<file path="src/rtl/imem_loader.sv">
`default_nettype none
// ============================================================================
// Module  : imem_loader
// Purpose : Boot loader that takes a byte stream (a word count, then
//           instruction words) and writes it into instruction BRAM.
// Rev     : 1.0  initial release
// ============================================================================
module imem_loader #(
    parameter logic [31:0] BASE_ADDR = 32'h0000_0000,
    parameter int unsigned MAX_WORDS = 1024
) (
    input  logic        clk,
    input  logic        rst,
    input  logic        start,
    input  logic [7:0]  s_dat,
    input  logic        s_valid,
    output logic        s_ready,
    output logic [31:0] w_addr,
    output logic [31:0] w_dat,
    output logic        w_enb,
    output logic [3:0]  byte_enb,
    output logic        core_hold,
    output logic        done,
    output logic        err
);

    typedef enum logic [2:0] {
        ST_IDLE = 3'd0,
        ST_LEN  = 3'd1,
        ST_DATA = 3'd2,
        ST_DONE = 3'd3,
        ST_ERR  = 3'd4
    } state_t;

    localparam logic [31:0] C_MAX_WORDS = 32'(MAX_WORDS);

    state_t      r_state;
    state_t      w_next;
    logic [1:0]  r_byte_cnt;
    logic [23:0] r_asm;
    logic [31:0] r_len;
    logic [31:0] r_index;
    logic        w_accept;
    logic        w_last_byte;
    logic        w_clear;
    logic [31:0] w_word;

    assign s_ready     = (r_state == ST_LEN) || (r_state == ST_DATA);
    assign core_hold   = (r_state != ST_DONE);
    assign done        = (r_state == ST_DONE);
    assign err         = (r_state == ST_ERR);
    assign byte_enb    = w_enb ? 4'hF : 4'h0;
    assign w_accept    = s_valid && s_ready;
    assign w_last_byte = w_accept && (r_byte_cnt == 2'd3);
    // The fourth byte is used straight off the bus so the group slot is free next cycle.
    assign w_word      = {s_dat, r_asm};

    always_ff @(posedge clk or negedge rst) begin
        if (!rst) begin
            r_state <= ST_IDLE;
        end else begin
            r_state <= w_next;
        end
    end

    always_comb begin
        w_next  = r_state;
        w_clear = 1'b0;
        case (r_state)
            ST_IDLE, ST_DONE, ST_ERR: begin
                if (start) begin
                    w_next  = ST_LEN;
                    w_clear = 1'b1;
                end
            end
            ST_LEN: begin
                if (w_last_byte) begin
                    if (w_word == 32'd0) begin
                        w_next = ST_DONE;
                    end else if (w_word > C_MAX_WORDS) begin
                        w_next = ST_ERR;
                    end else begin
                        w_next = ST_DATA;
                    end
                end
            end
            ST_DATA: begin
                if (w_last_byte && (r_index == r_len - 32'd1)) begin
                    w_next = ST_DONE;
                end
            end
            default: w_next = ST_IDLE;
        endcase
    end

    always_ff @(posedge clk or negedge rst) begin
        if (!rst) begin
            r_byte_cnt <= 2'd0;
            r_asm      <= 24'd0;
            r_len      <= 32'd0;
            r_index    <= 32'd0;
            w_enb      <= 1'b0;
            w_addr     <= BASE_ADDR;
            w_dat      <= 32'd0;
        end else begin
            w_enb <= 1'b0;
            if (w_clear) begin
                r_byte_cnt <= 2'd0;
                r_asm      <= 24'd0;
                r_len      <= 32'd0;
                r_index    <= 32'd0;
            end else if (w_accept) begin
                r_byte_cnt <= r_byte_cnt + 2'd1;
                case (r_byte_cnt)
                    2'd0:    r_asm[7:0]   <= s_dat;
                    2'd1:    r_asm[15:8]  <= s_dat;
                    2'd2:    r_asm[23:16] <= s_dat;
                    default: begin
                        if (r_state == ST_LEN) begin
                            r_len <= w_word;
                        end else begin
                            w_enb   <= 1'b1;
                            w_dat   <= w_word;
                            w_addr  <= BASE_ADDR + (r_index << 2);
                            r_index <= r_index + 32'd1;
                        end
                    end
                endcase
            end
        end
    end

endmodule
`default_nettype wire

</file>
<file path="config.mk">
export PLATFORM = sky130hd
export DESIGN_NAME = imem_loader
export DESIGN_NICKNAME = d
export VERILOG_FILES = /design/src/rtl/imem_loader.sv
export SDC_FILE = /design/constraint.sdc
export NUM_CORES = 1
export LEC_CHECK = 0
export BUFFER_PORTS_ARGS = -buffer_cell sky130_fd_sc_hd__buf_2
export CAP_MARGIN = 10
export CELL_PAD_IN_SITES_DETAIL_PLACEMENT = 0
export CELL_PAD_IN_SITES_GLOBAL_PLACEMENT = 1
export CORE_ASPECT_RATIO = 0.75
export CORE_MARGIN = 3
export CORE_UTILIZATION = 39
export DETAILED_ROUTE_END_ITERATION = 10
export PLACE_DENSITY_LB_ADDON = 0.1
export SLEW_MARGIN = 20
export SYNTH_ARGS = -nofsm -noshare
export SYNTH_HDL_FRONTEND = slang
export SYNTH_SLANG_ARGS = --single-unit
</file>
<file path="constraint.sdc">
create_clock -name clk -period 3.5 [get_ports clk]
set_input_delay 0.175 -clock clk [delete_from_list [all_inputs] [get_ports clk]]
set_output_delay 0.175 -clock clk [all_outputs]
set_load 0.02 [all_outputs]
</file>
==> Yosys cells after proc, flatten, opt, wreduce, memory -nomap -nowiden <==
Cells that the tools add are included.
{ "totals": {"register_bits": 156, "in_bits": 12, "output_inout_bits": 73, "word_cells": 80} }
{ "op_classes": {"muxes": 28, "addsub": 3, "eq_ne": 14, "n_lt_le_gt_ge": 1, "n_reduce_logical": 21, "bitwise_logic": 3} }
{ "op_table": {"columns": ["op", "count"], "rows": [
  ["32-bit 2-to-1 mux", 8],
  ["24-bit 2-to-1 mux", 2],
  ["32-bit by 1-bit adder with 32-bit output, second input constant", 1],
  ["32-bit == test", 1],
  ["32-bit by 11-bit > comparator with 1-bit output, second input constant", 1],
  ["32-bit zero test", 1],
  ["32-bit by 1-bit subtractor with 32-bit output, second input constant", 1],
  ["8-bit 2-to-1 mux", 3],
  ["3-bit 2-to-1 mux", 5],
  ["2-bit nonzero test", 5],
  ["3-bit case mux with 3 select lines", 1],
  ["3-bit AND reduction", 3],
  ["3-bit by 2-bit == test with 1-bit output, second input constant", 2],
  ["1-bit 2-to-1 mux", 6],
  ["2-bit inequality test, second input constant", 3],
  ["2-bit AND reduction", 3],
  ["3-bit OR reduction", 2],
  ["2-bit == test, second input constant", 2],
  ["2-bit 2-to-1 mux", 2],
  ["4-bit 2-to-1 mux", 1],
  ["2-bit by 1-bit inequality test with 1-bit output, second input constant", 2],
  ["4-bit AND reduction", 1],
  ["3-bit by 1-bit == test with 1-bit output, second input constant", 1],
  ["3-bit == test, second input constant", 1],
  ["8 further kinds", 12]
]} }

==> Longest topological paths before layout <==
{ "logic_depth": {"word_depth": 7, "mapped_depth": 10, "ltp_nobuf": 9} }

==> Worst setup path before layout <==
Ideal clock, no wire load.
{ "synth_timing": {"path_type": "reg-to-reg", "from": "register r_len[8]", "to": "register r_state[0]", "setup_ns": 0.092, "synth_period_minus_slack_ns": 2.891, "path_stages_with_launch": 9, "path_buffers": 1, "path_slack_ns": 0.609, "arrival_time_ns": 2.799, "required_time_ns": 3.408, "path_cell_list": "dfrtp_1 buf_6 or4_4 or3_4 or4_4 a211o_1 a2111oi_2 nand4_1 o31ai_2"} }
{ "synth_via": {"elab_chain_cells": 5} }
{ "synth_rtl": {"columns": ["item", "line_no", "rtl"], "rows": [
  ["start, declared", "41", "logic [31:0] r_len;"],
  ["start signal, assigned", "120", "r_len <= w_word;"],
  ["32-bit by 1-bit subtractor with 32-bit output", "88", "if (w_last_byte && (r_index == r_len - 32'd1)) begin"],
  ["32-bit == test", "88", null],
  ["1-bit logical AND", "88", null],
  ["2-bit by 1-bit inequality test with 1-bit output (no source line)", null, null],
  ["3-bit AND reduction (no source line)", null, null],
  ["end signal, assigned", "62", "r_state <= w_next;"],
  ["end, declared", "37", "state_t r_state;"]
]} }
No other way between the ends.
A chain may end at the register's enable or synchronous reset.

==> Worst setup path in the final report <==
{ "layout_timing": {"from": "register r_len[0]", "to": "register r_state[0]"} }
Same word-level chain as after synthesis.

==> results <==
- The run finished with clean final reports.
- The repair_antennas step left the layout with diodes totalling 0.
- The post-detailed-route via-to-cell ratio is 5.47.
- The number of I/O port buffers is 82.
- Across the run, the number of max-cap violations was 0.
- Across every metal layer, demand over resource in global routing totals 19.5%.
- Of the total synthesized cell area, the portion taken by full adders, half adders and majority gates is 1.11%.
- The number of global-route vias before repair was 6,210.
- The die span in x is between 150 and 200 um.
- Setup violations remaining at the end of the flow were counted as 0.
- Summing every instance area after synthesis gives just under 8000 um2.
- The top cell type by total area after synthesis is sky130_fd_sc_hd__dfrtp_1.
- Internal power comes to between 4000 and 5000 uW.
- IR analysis of the VDD net gives a maximum drop of around 0.36 mV.
- After synthesis, the most frequently instantiated cells are sky130_fd_sc_hd__dfrtp_1 (156), sky130_fd_sc_hd__nand2_1 (122), sky130_fd_sc_hd__a21oi_1 (73).
- The critical path data required time is 3.83 ns.
- The proportion of synthesized area in mux cells is under 10%.
- The number of DRC markers in iteration 0 is 470.
- Counting the fill cells in the layout gives about 1,900.
- The combined area of the multi-input logic cells is between 3000 and 4000 um2.
- Summed over all nets, the switching power comes to ~3000 uW.
- The proportion of synthesized chip area in sequential cells is about half.
- The routed wirelength normalized by instance count is between 15 and 20 um.
- The synthesized netlist devotes around 6.5% of its cell area to XOR and XNOR gates.
- In this run, synthesis inferred 0 flip-flops with an integrated enable.
- Sorting the synthesized cells by area gives the leading types as sky130_fd_sc_hd__dfrtp_1 (50%), sky130_fd_sc_hd__mux2_2 (8.4%), sky130_fd_sc_hd__nand2_1 (5.8%).
- Among all cell types in the netlist, the one instantiated most often is sky130_fd_sc_hd__dfrtp_1.
- The first-pass iteration count of the detailed router is 5.
- 85 I/O pins were placed.
- The synthesized netlist contains 63 unique library cells.
- The count of antenna-violating nets left after detailed routing is 0.
- The worst setup path is of the register to register kind.
- The maximum level of the CTS H-tree is 4.
- The portion of total power attributed to combinational logic is about two fifths.
- The worst pin sits at a relative slew slack of between 30% and 40%.
- After routing, the total negative slack on setup checks comes to 0 ns.
- The number of warnings printed during yosys synthesis is 0.
- The worst-skew pair later-pin latency is between 0.4 and 0.5 ns.
- The main combinational cell family by area after synthesis is simple AND/OR/NAND/NOR gates.
- The residual DRC count is 0.
- Summing all placed instances gives a cell area of 8480 um2.
- The final standard cell area without fillers is approximately 9000 um2.
- The average instance area after synthesis is between 9 and 10 um2.
- After detailed routing, the total wire length is a little over 20 mm.
- Based on the critical path, the design can be clocked at up to about 320 MHz.
- The number of pins with negative max-slew slack in the final report is 0.
- Among all flip-flop cells after synthesis, the most frequent one is sky130_fd_sc_hd__dfrtp_1.
- The nature of the critical path endpoint is a register.
- The path class of the tightest hold or removal check is input pin to register.
- Row generation in the floorplan step produced 44 rows.
- The buffers inserted during post-CTS setup optimization is 0.
- The maximum number of pins on one net before global-route repair is between 90 and 100.
- The simple-gate share of the synthesized area is 20.1%.
- Global routing finished with a remaining overflow of 0.
- The detailed router placed ~6,200 vias in this run.
- The clock tree root buffer cell is sky130_fd_sc_hd__clkbuf_16.
- The sequential cell fraction of total power is about 34%.
- From bottom edge to top edge, the die measures roughly 130 um.
- The number of instances in the synthesized netlist is 806.
- After floorplanning, the core was sized to cover 19,600 um2.
- The count of nets after finishing is 885.
- For the pin with the worst max-slew slack, the measured transition is about 0.9 ns.
- Summing all flip-flop and latch instances after layout gives roughly 3900 um2.
- The die covers ~22,000 um2.
- For this configuration, the core starts out at a cell density of around 40%.
- Once detailed placement completed, the half-perimeter wirelength came to between 10 and 15 mm.
- The power per standard cell area is 811 nW/um2.
- The number of buffers created by CTS is 17.
- The number of register bits inferred by synthesis is 156.
- TritonCTS built the clock tree.
- The number of endpoints with negative hold slack in the final report came to 0.
- The clock period could shrink to 3.17 ns.
- The number of antenna violations at the first check in global routing is 0.
- The clock network burns about a quarter of the power.
- The first global-routing pass estimated roughly 34 mm of wire.
- The worst slack on hold paths is about 0.087 ns.
- Summed over its instances, the top area cell type makes up 49.5% of the synthesized netlist area.
- The weighted congestion at the end of routability-driven global placement is roughly 0.86.
- The synthesized-area fraction occupied by ao, oa, aoi and oai cells is about a tenth.
- The highest net fanout along the worst path is 8.
- The startpoint class of the critical path is a register.
- From synthesis to final layout, the design area changed by 15.3%.
- Setup repair after global routing left no endpoint under its margin.
- The fraction of layout instances using a drive strength above 1 is between 20% and 30%.
- In this run switching power makes up slightly above 40% of total power.
- The arrival time at the worst endpoint is about 3.5 ns.
- The clock tree buffer depth is 2.
- The leakage component of the power is between 0.004 and 0.005 uW.
- The clock transition at the register clock pins on the worst setup and hold paths after CTS is approximately 0.070 ns.
- The clock sink count is ~160.
- In the synthesized netlist the async set-or-reset flop fraction comes to 100%.
- On the final layout, the worst clock skew is approximately 0.009 ns.
- The worst path uses around nine tenths of the clock period.
[path summary, 6_finish.rpt]
check                            from          end  slack, ns  depth (start not counted)
setup / recovery             r_len[0]   r_state[0]       0.33                          9
min in group asynchronous         rst     w_dat[4]       0.30                          2
max in group asynchronous         rst  r_index[31]       2.28                          3
hold reg to reg            w_addr[10]   w_addr[10]       0.48                          2
setup reg to reg             r_len[0]   r_state[0]       0.33                          9
hold / removal               s_dat[1]    r_len[25]       0.09                          3
[state kept, by name (all words and copies together), names as in the netlist]
name,cells
r_asm,24
r_byte_cnt,2
r_index,32
r_len,32
r_state,3
w_addr,30
w_dat,32
w_enb,1
[through the flow]
stage	power, uW	cells	util [%]	setup slack, ns
2_1_floorplan	4590	807	-	0.609
3_3_place_gp	5450	1099	43.3	0.359
3_5_place_dp	5480	1099	43.3	0.265
4_1_cts	7390	1132	46.3	0.234
5_1_grt	7930	1132	46.4	0.114
6_report	7370	1132	46.4	0.330
[power groups by stage]
| stage | logic [uW] | clock network, uW | registers [uW] |
|---|---|---|---|
| 4_1_cts | 2960 | 1920 | 2510 |
| 2_1_floorplan | 2230 | 0 | 2360 |
| 5_1_grt | 3360 | 2000 | 2560 |
| 3_3_place_gp | 2920 | 0 | 2540 |
| 3_5_place_dp | 2930 | 0 | 2540 |
| 6_report | 3000 | 1860 | 2510 |
[cells in the final DEF (no fill, tap or decap), drive strengths merged, types with 17 or more instances in the layout]
cell / instances
dfrtp: 156
o21ai: 27
inv: 24
buf: 92
mux2: 59
nand2: 122
nor4: 18
xor2: 32
xnor2: 24
nand3: 45
nor3: 19
clkbuf: 20
nor2: 43
or3: 17
a21oi: 73
[routing by layer]
layer  up-vias  part of all wire (%)  GRT usage, %
met5         -                     0             0
met2       130                    45          29.8
met4         0                   1.1          4.67
met1      3094                    50          28.6
li1       2949                     -             -
met3        17                   4.2          4.06
[what timing repair did]
item	CTS	global route
resized for setup	0	1
hold buffers	1	0
hold endpoints to repair	65	0
setup endpoints to repair	0	1
[logic make-up (layout without fill, tap and decap cells)]
family,after synthesis,in the layout
flip-flops,156,156
AO/OA/AOI/OAI,136,136
AND/OR/NAND/NOR,319,319
buffers and inverters,70,142
XOR/XNOR,57,57
adder cells (fa/ha/maj),7,7
multiplexers,60,60
other,1,2
[critical path, cell delays in order, from the launching register on]
cell	delay, ns
sky130_fd_sc_hd__dfrtp_1	0.43
sky130_fd_sc_hd__inv_1	0.08
sky130_fd_sc_hd__ha_1	0.27
sky130_fd_sc_hd__or4b_4	0.57
sky130_fd_sc_hd__or4_2	0.62
sky130_fd_sc_hd__nor3_1	0.21
sky130_fd_sc_hd__xnor2_1	0.10
sky130_fd_sc_hd__a2111oi_2	0.40
sky130_fd_sc_hd__nand4_1	0.16
sky130_fd_sc_hd__o31ai_2	0.22
[layout make-up]
class / instances / area share [%]
clock buffers: 20 / 5.14
clock inverters: 12 / 1.38
well taps: 253 / 3.48
repair buffers: 93 / 5.80
flip-flops and latches: 156 / 43.0
multi-input cells: 581 / 40.5
inverters: 17 / 0.702
(Power assumes the default switching activity.)
